`src/rtl/uart_tx_drain_pkg.sv`:
```
`default_nettype none
// ============================================================================
// Module : uart_tx_drain_pkg
// Brief  : Shared constants for the ring-buffer UART transmit drain:
//          default bit timing and FSM state encodings (3-bit binary).
// Rev    : 1.0  initial release
// ============================================================================
package uart_tx_drain_pkg;

  // Default bit timing: 100 MHz system clock, 115200 baud
  localparam int c_uart_clk_per_bit = 868;
  localparam int c_len_uart_cnt     = 16;

  // Byte carried over the ring-buffer read side
  typedef logic [7:0] byte_t;

  // FSM state encodings
  localparam logic [2:0] c_st_idle  = 3'd0;
  localparam logic [2:0] c_st_req   = 3'd1;
  localparam logic [2:0] c_st_wait  = 3'd2;
  localparam logic [2:0] c_st_start = 3'd3;
  localparam logic [2:0] c_st_data  = 3'd4;
  localparam logic [2:0] c_st_stop  = 3'd5;

endpackage : uart_tx_drain_pkg
`default_nettype wire

```
`src/rtl/uart_tx_drain_if.sv`:
```
`default_nettype none
// ============================================================================
// Module : uart_tx_drain_if
// Brief  : Read-side order/done handshake of the byte ring buffer.
//          master = consumer (issues order), slave = ring buffer.
// Rev    : 1.0  initial release
// ============================================================================
interface uart_tx_drain_if;
  import uart_tx_drain_pkg::*;

  logic  buf_order;   // one-cycle pop request
  byte_t buf_data;    // popped byte, valid with buf_done
  logic  buf_done;    // pop completed, one cycle after order

  modport master (output buf_order, input buf_data, input buf_done);
  modport slave  (input buf_order, output buf_data, output buf_done);

endinterface : uart_tx_drain_if
`default_nettype wire

```
`src/rtl/uart_baud_tick.sv`:
```
`default_nettype none
// ============================================================================
// Module : uart_baud_tick
// Brief  : Bit-timing counter. Counts 0..CLK_PER_BIT-1 and wraps; tick marks
//          the last clock of a bit. clr holds the count at zero so each frame
//          starts on a fresh bit boundary.
// Rev    : 1.0  initial release
// ============================================================================
module uart_baud_tick #(
  parameter int CLK_PER_BIT = 868,
  parameter int CNT_W       = 16
) (
  input  wire logic clk,
  input  wire logic rstn,
  input  wire logic clr,
  output logic      tick
);

  localparam logic [CNT_W-1:0] c_last = CNT_W'(CLK_PER_BIT - 1);

  logic [CNT_W-1:0] r_cnt;

  // Free count within a frame, held at zero while cleared
  always_ff @(posedge clk) begin
    if (!rstn) begin
      r_cnt <= '0;
    end else if (clr || (r_cnt == c_last)) begin
      r_cnt <= '0;
    end else begin
      r_cnt <= r_cnt + CNT_W'(1);
    end
  end

  assign tick = !clr && (r_cnt == c_last);

endmodule : uart_baud_tick
`default_nettype wire

```
`src/rtl/uart_tx_drain.sv`:
```
`default_nettype none
// ============================================================================
// Module : uart_tx_drain
// Brief  : Pops bytes from the ring buffer through the order/done handshake
//          and serialises each as an 8N1 frame on txd (LSB first, idle high).
// Rev    : 1.0  initial release
// ============================================================================
module uart_tx_drain
  import uart_tx_drain_pkg::*;
#(
  parameter int CLK_PER_BIT = c_uart_clk_per_bit,
  parameter int CNT_W       = c_len_uart_cnt
) (
  input  wire logic         clk,
  input  wire logic         rstn,
  input  wire logic         en,
  uart_tx_drain_if.master   bus,
  output logic              txd,
  output logic              busy
);

  logic [2:0] r_state;
  byte_t      r_shift;
  logic [2:0] r_bit;
  logic       r_txd;
  logic       r_busy;
  logic       w_tick;
  logic       w_clr;

  // Timer only runs while a frame is on the line
  assign w_clr = (r_state != c_st_start) &&
                 (r_state != c_st_data)  &&
                 (r_state != c_st_stop);

  uart_baud_tick #(
    .CLK_PER_BIT (CLK_PER_BIT),
    .CNT_W       (CNT_W)
  ) u_baud_tick (
    .clk  (clk),
    .rstn (rstn),
    .clr  (w_clr),
    .tick (w_tick)
  );

  // Order is a pure decode of REQ, so it is high for exactly one cycle per pop
  assign bus.buf_order = (r_state == c_st_req);
  assign txd           = r_txd;
  assign busy          = r_busy;

  // Fetch / serialise state machine; txd is registered so each level lasts CLK_PER_BIT clocks
  always_ff @(posedge clk) begin
    if (!rstn) begin
      r_state <= c_st_idle;
      r_shift <= '0;
      r_bit   <= '0;
      r_txd   <= 1'b1;
      r_busy  <= 1'b0;
    end else begin
      case (r_state)
        c_st_idle: begin
          r_txd <= 1'b1;
          if (en) r_state <= c_st_req;
        end
        c_st_req: begin
          r_state <= c_st_wait;
        end
        c_st_wait: begin
          if (bus.buf_done) begin
            r_shift <= bus.buf_data;
            r_busy  <= 1'b1;
            r_txd   <= 1'b0;          // start bit begins next cycle
            r_state <= c_st_start;
          end else begin
            // Empty buffer: go straight back to REQ so polling runs every 2 cycles
            r_state <= en ? c_st_req : c_st_idle;
          end
        end
        c_st_start: begin
          if (w_tick) begin
            r_txd   <= r_shift[0];
            r_bit   <= '0;
            r_state <= c_st_data;
          end
        end
        c_st_data: begin
          if (w_tick) begin
            r_shift <= r_shift >> 1;
            if (r_bit == 3'd7) begin
              r_txd   <= 1'b1;
              r_state <= c_st_stop;
            end else begin
              r_txd <= r_shift[1];
              r_bit <= r_bit + 3'd1;
            end
          end
        end
        c_st_stop: begin
          if (w_tick) begin
            r_busy  <= 1'b0;
            r_state <= en ? c_st_req : c_st_idle;
          end
        end
        default: begin
          r_txd   <= 1'b1;
          r_busy  <= 1'b0;
          r_state <= c_st_idle;
        end
      endcase
    end
  end

endmodule : uart_tx_drain
`default_nettype wire

```
`src/flat_wrapper.sv`:
```
// flat-port wrapper written by rule: the top's interface ports become plain ports
module uart_tx_drain_flat import uart_tx_drain_pkg::*;
#(
  parameter int CLK_PER_BIT = c_uart_clk_per_bit,
  parameter int CNT_W       = c_len_uart_cnt
)
  (clk, rstn, en, txd, busy, bus_buf_order, bus_buf_data, bus_buf_done);
  uart_tx_drain_if bus_i ();
  input  wire logic clk;
  input  wire logic rstn;
  input  wire logic en;
  output logic txd;
  output logic busy;
  output wire logic [$bits(bus_i.buf_order)-1:0] bus_buf_order;
  input wire logic [$bits(bus_i.buf_data)-1:0] bus_buf_data;
  input wire logic [$bits(bus_i.buf_done)-1:0] bus_buf_done;
  assign bus_buf_order = bus_i.buf_order;
  assign bus_i.buf_data = bus_buf_data;
  assign bus_i.buf_done = bus_buf_done;
  uart_tx_drain #(.CLK_PER_BIT(CLK_PER_BIT), .CNT_W(CNT_W)) u_core (.clk(clk), .rstn(rstn), .en(en), .bus(bus_i), .txd(txd), .busy(busy));
endmodule
```
`config.mk`:
```
export PLATFORM = sky130hd
export DESIGN_NAME = uart_tx_drain_flat
export DESIGN_NICKNAME = d
export VERILOG_FILES = /design/src/rtl/uart_tx_drain_pkg.sv /design/src/rtl/uart_tx_drain_if.sv /design/src/rtl/uart_baud_tick.sv /design/src/rtl/uart_tx_drain.sv /design/src/flat_wrapper.sv
export SDC_FILE = /design/constraint.sdc
export NUM_CORES = 1
export LEC_CHECK = 0
export ABC_AREA = 1
export CORE_MARGIN = 1
export CORE_UTILIZATION = 28
export DETAILED_ROUTE_END_ITERATION = 8
export DONT_BUFFER_PORTS = 1
export GPL_TIMING_DRIVEN = 0
export MAX_ROUTING_LAYER = met4
export RECOVER_POWER = 25
export SLEW_MARGIN = 20
export SYNTH_ARGS = -nofsm -noshare
export SYNTH_HDL_FRONTEND = slang
export SYNTH_HIERARCHICAL = 1
export SYNTH_SLANG_ARGS = --single-unit
```
`constraint.sdc`:
```
create_clock -name clk -period 3.65 [get_ports clk]
set_input_delay 0.73 -clock clk [delete_from_list [all_inputs] [get_ports clk]]
set_output_delay 0.73 -clock clk [all_outputs]
set_load 0.02 [all_outputs]
```
Yosys cells after proc, flatten, opt, wreduce, memory -nomap -nowiden
Index checks and enable logic that the tools add are counted.

storage, ports and cells
  register bits after elaboration = 32
  bits of input ports = 12
  output and inout bits = 3
  word-level logic and storage cells = 67

operators by class
  $add $sub $neg = 2
  eq/ne operators = 17
  mux-type cells = 23
  bitwise operators = 3
  reduce and logical (&&, ||, !) cells = 16

operators by type and width
  operator                 number
  $mux W3                  9
  $pmux W3 S6              1
  $add A16 B1 Y16 const B  1
  $eq A16 B10 Y1 const B   1
  $mux W8                  2
  $pmux W8 S2              1
  $ne A2 B2 Y1 const B     6
  $eq A3 B3 Y1 const B     3
  $reduce_and A4 Y1        2
  $mux W1                  7
  $eq A3 B2 Y1 const B     2
  $ne A3 B3 Y1 const B     2
  $pmux W3 S2              1
  $reduce_and A3 Y1        2
  $reduce_and A5 Y1        1
  $pmux W1 S4              1
  $reduce_bool A2 Y1       2
  $reduce_or A2 Y1         2
  $reduce_or A4 Y1         1
  $add A3 B1 Y3 const B    1
  $eq A3 B1 Y1 const B     1
  $logic_and A1 B1 Y1      3
  $logic_not A3 Y1         1
  $ne A3 B2 Y1 const B     1
  other kinds (5)          7

Depth between registers and ports, before layout
  depth in word-level cells = 7
  depth in mapped cells = 12
  gate-level depth less buffers = 12

Cells and area by module
Netlist, hierarchy kept.

modules (own cells, without submodules)
  module          times used  cells an instance  area each (um^2)  sequential area each (um^2)
  uart_tx_drain   1           142                902.1             320.3
  uart_baud_tick  1           126                890.9             320.3

Least setup slack after synthesis
No wires, ideal clock.

  path type = reg2reg
  start point = register u_core.u_baud_tick.r_cnt[0]
  end point = register u_core.r_txd (netlist: u_core/txd)
  data arrival time = 1.492 ns
  required time = 3.525 ns
  slack = 2.033 ns
  stages on the path, launching flop included = 11
  path buffers = 0
  clock period less this slack = 1.617 ns
  path through = dfxtp_1 ha_1 nand3_1 nor2_2 nand2_2 nor2_1 inv_1 nand2_2 inv_1 o21ai_0 nand3_1

between the ends
  longest elaborated chain between the ends = 4
  elaborated cells between the ends (all ways) = 5
  classes of those cells = eq/ne (3); reduce/logical (2)

ends and longest elaborated chain
  what                             RTL line              source
  start: declaration               uart_baud_tick.sv:21  logic [CNT_W-1:0] r_cnt;
  start signal: assignment         uart_baud_tick.sv:30  r_cnt <= r_cnt + CNT_W'(1);
  $eq A16 B10 Y1 (*)               uart_baud_tick.sv:34  assign tick = !clr && (r_cnt == c_last);
  $logic_and A1 B1 Y1 (*)          uart_baud_tick.sv:34
  via u_core.w_tick                uart_tx_drain.sv:27   logic w_tick;
  $ne A2 B2 Y1 (no line)           --
  $reduce_and A4 Y1 (no line) (*)  --
  end signal: assignment           uart_tx_drain.sv:80   r_txd <= r_shift[0];
  end signal: assignment           uart_tx_drain.sv:92   r_txd <= r_shift[1];
  end: declaration                 uart_tx_drain.sv:25   logic r_txd;

Mark *: on every way through the listed nets, which the timed path passes. The rest lies on a longest branch.
A chain may end at the register's enable or synchronous reset.

Worst setup path in the final report
  start point = register u_core.r_state[0]
  end point = output bus_buf_order

between the ends
  longest elaborated chain between the ends = 1

ends and longest elaborated chain
  what                      RTL line             source
  start: declaration        uart_tx_drain.sv:22  logic [2:0] r_state;
  start signal: assignment  uart_tx_drain.sv:53  r_state <= c_st_idle;
  start signal: assignment  uart_tx_drain.sv:62  if (en) r_state <= c_st_req;
  start signal: assignment  uart_tx_drain.sv:65  r_state <= c_st_wait;
  $eq A3 B1 Y1              uart_tx_drain.sv:46  assign bus.buf_order = (r_state == c_st_req);
  end: declaration          flat_wrapper.sv:14   output wire logic [$bits(bus_i.buf_order)-1:0] bus_buf_order;

No other way between the ends.

==> impl_metrics.py <==
metrics = {
    "sta": {
        "slew_headroom_pct": 69.7,
        "fin_crit_ns": 2.01,
        "worst_pin_slew_ns": 0.452,
        "period_share_pct": 55.1,
        "fin_skew_ns": 0.00639,
        "hold_viol_final": 0,
        "fmax_mhz": 497,
        "setup_tns_ns": 0,
        "fin_hold_ws_ns": 0.465,
        "rsz0062_at_grt": "no",
        "finalSetupViolCount": 0,
        "slew_violations": 0,
    },
    "global_route": {
        "grt_util_met3_pct": 4.56,
        "antenna_found_initial": 0,
        "gr-usage-all-layers_pct": 13.0,
        "gr-usage-met2_pct": 20.9,
        "grt_pass1_wl_um": 6380,
        "grt_pass1_vias": 1487,
        "top_usage_layer": "met2",
        "use_met1_pct": 14.6,
        "grt_max_degree": 11,
        "grt_overflow": 0,
    },
    "hold_path": {
        "min_path_cells": 2,
        "hold_path.class": "reg2reg",
    },
    "placement": {
        "io_buffers": 0,
        "gp_congestion": 0.791,
        "hpwl_um": 2740,
        "placedInstanceArea_mm2": 0.00189,
    },
    "clocking": {
        "cts_max_level": 2,
        "cts_buffers": 5,
        "cts.sinks": 32,
        "clk_pin_slew_ns": 0.07,
        "cts-root-buf": "clkbuf_8",
        "cts_tree": "yes",
        "ctsResizeCount": 0,
        "cts_max_path_buffers": 2,
        "cts_hold_buf": 0,
        "clk_latency_ns": 0.29,
        "cts_setup_buffers": 0,
    },
    "critical_path": {
        "crit_family": "flip-flops",
        "cp.required_ns": 2.92,
        "worst-r2r-setup-slack_ns": 1.76,
        "arrival_ns": 1.28,
        "path_buf_inv": 0,
        "cp-start-kind": "flip-flop",
        "r2r_cells": 8,
        "cp.depth": 2,
        "worst_path_largest_cell_delay_ns": 0.49,
        "critical_path_class": "reg2out",
        "end_kind": "output port",
        "timing.critical_path.fanout_max": 6,
        "cp_slowest_cell": "dfxtp_1",
        "crit_chain": "nand2_1 > nor2_1",
    },
    "detailed_routing": {
        "avgViaCountPerCell": 4.52,
        "drtIter0Drc": 127,
        "wire_per_inst_um": 10.4,
        "vias": 1588,
        "drtAntennaViolNets": 0,
        "routed_wl_um": 3640,
        "drc": 0,
        "dr.pass1.iters": 4,
    },
    "logic_synthesis": {
        "synth_fp_nets": 283,
        "synth.avg_cell_area_um2": 6.69,
        "ys_seq_area_share_pct": 35.7,
        "synth-seq-cells": 32,
        "syn_inst": 268,
        "ys_types": 29,
        "synth_area_mm2": 0.00179,
        "yosysWarnings": 6,
    },
    "power_and_ir_drop": {
        "p_comb_share_pct": 34.5,
        "power_mw": 1.09,
        "seqPwrFrac_pct": 39.2,
        "cellLeakagePower_nw": 0.837,
        "peakVddDrop_mv": 0.264,
        "sw_frac_of_total_pct": 38.4,
        "switching_power_mw": 0.417,
        "power_density_mw_per_mm2": 550,
        "p_int_mw": 0.668,
        "pwr-share-clk_pct": 26.2,
    },
    "cells_and_area": {
        "drive_above_1_share_pct": 15.2,
        "area_growth_syn_to_layout_pct": 9.98,
        "final_nets": 290,
        "design_area_mm2": 0.00197,
        "nFillCells": 649,
        "insertedDiodeCount": 0,
    },
    "floorplan": {
        "fp.dieArea_mm2": 0.00673,
        "initial_utilization_pct": 29.6,
        "io_pins": 15,
        "rows": 28,
        "die_h_um": 82.0,
        "core-area_mm2": 0.00606,
        "die_w_um": 82.0,
    },
    "outcome": {
        "status": "completed",
    },
    "job": {
        "maxCapViolations": 0,
    },
}
-- worst min-delay path: cells and delay by family (launching register included) --
| kind | cells | cell delay [ns] |
|---|---|---|
| AO/OA/AOI/OAI | 1 | 0.05 |
| flip-flops | 1 | 0.31 |
| AND/OR/NAND/NOR | 1 | 0.06 |
-- state kept, by name, indices dropped and copies added, names as in the netlist --
register and count:
u_core/txd 1, u_core/r_state 3, u_core/busy 1, u_core/r_bit 3, u_core/r_shift 8, u_core/u_baud_tick/r_cnt 16
-- layer usage --
metal  wire length (um)  up-vias  share of wire, %
li1                   -      854                 -
met2               1600       28                44
met5                  0        -                 0
met3                168        6               4.6
met4                 65        0               1.8
met1               1810      700                50
-- area by class of cell --
type	instances	area (um^2)	share of cell area [%]
multi-input combinational	199	975	49.4
clock inverter	2	10.0	0.508
inverter	33	126	6.41
clock buffer	6	82.6	4.19
sequential	32	641	32.5
tap	75	93.8	4.76
buffer	4	43.8	2.22
-- synth_stat cells (all sizes together) --
| master | n | area share (%) |
|---|---|---|
| inv | 33 | 7.0 |
| o21ai | 14 | 3.9 |
| xor2 | 2 | 0.98 |
| nand3b | 2 | 0.84 |
| xnor2 | 2 | 0.98 |
| buf | 4 | 2.4 |
| nand4 | 4 | 1.4 |
| nand2 | 80 | 19 |
| nand3 | 18 | 5.3 |
| ha | 3 | 2.1 |
| dfxtp | 32 | 36 |
| or2 | 2 | 0.70 |
| nor2 | 54 | 14 |
| nor3 | 1 | 0.28 |
| a21oi | 16 | 5.1 |
| o21bai | 1 | 0.42 |
-- worst paths after layout --
path	startpoint	end
max	u_core/r_state[0]	bus_buf_order
min	u_core/r_shift[7]	u_core/r_shift[7]
min reg2reg	u_core/r_shift[7]	u_core/r_shift[7]
max reg2reg	u_core/r_state[0]	u_core/r_bit[1]
-- placed cells by master (no fill, tap or decap) --
cell type	n
nand2_4	2
nand2_2	6
inv_2	3
xnor2_1	2
buf_6	1
or2_0	1
a21oi_2	3
clkinv_2	2
buf_12	1
nor3_1	1
a21oi_1	13
ha_1	3
inv_4	1
o21ai_0	13
nand2_1	72
buf_2	1
buf_4	1
nand3_2	1
nor2_2	10
nor2_1	41
nor2_4	3
dfxtp_1	32
nand3_1	17
xor2_1	2
or2_2	1
o21bai_1	1
nand4_1	4
nand3b_1	2
clkbuf_8	6
o21ai_1	1
inv_1	29
-- logic make-up (layout without fill, tap and decap cells) --
logic type	after synthesis	count (layout)	synth area share [%]
adder cells (fa/ha/maj)	3	3	2.09
AND/OR/NAND/NOR	161	161	41.3
flip-flops	32	32	35.7
XOR/XNOR	4	4	1.95
AO/OA/AOI/OAI	31	31	9.42
buffers and inverters	37	45	9.49
-- power by group through the flow --
| stage | clock network (mW) | logic (mW) | registers [mW] |
|---|---|---|---|
| after global routing | 0.309 | 0.425 | 0.432 |
| final | 0.285 | 0.375 | 0.426 |
| after detailed placement | 0 | 0.383 | 0.434 |
| after global placement | 0 | 0.379 | 0.432 |
| after floorplan | 0 | 0.319 | 0.426 |
| after CTS | 0.292 | 0.383 | 0.426 |
-- per-stage QoR --
stage	util, %	instances	setup slack, ns
finish	32.5	351	1.64
global route	32.5	351	1.51
CTS	32.7	351	1.64
detailed placement	31.1	343	1.78
global placement	31.1	343	1.78
floorplan	-	268	2.03
Power figures use the tool's default switching activity.
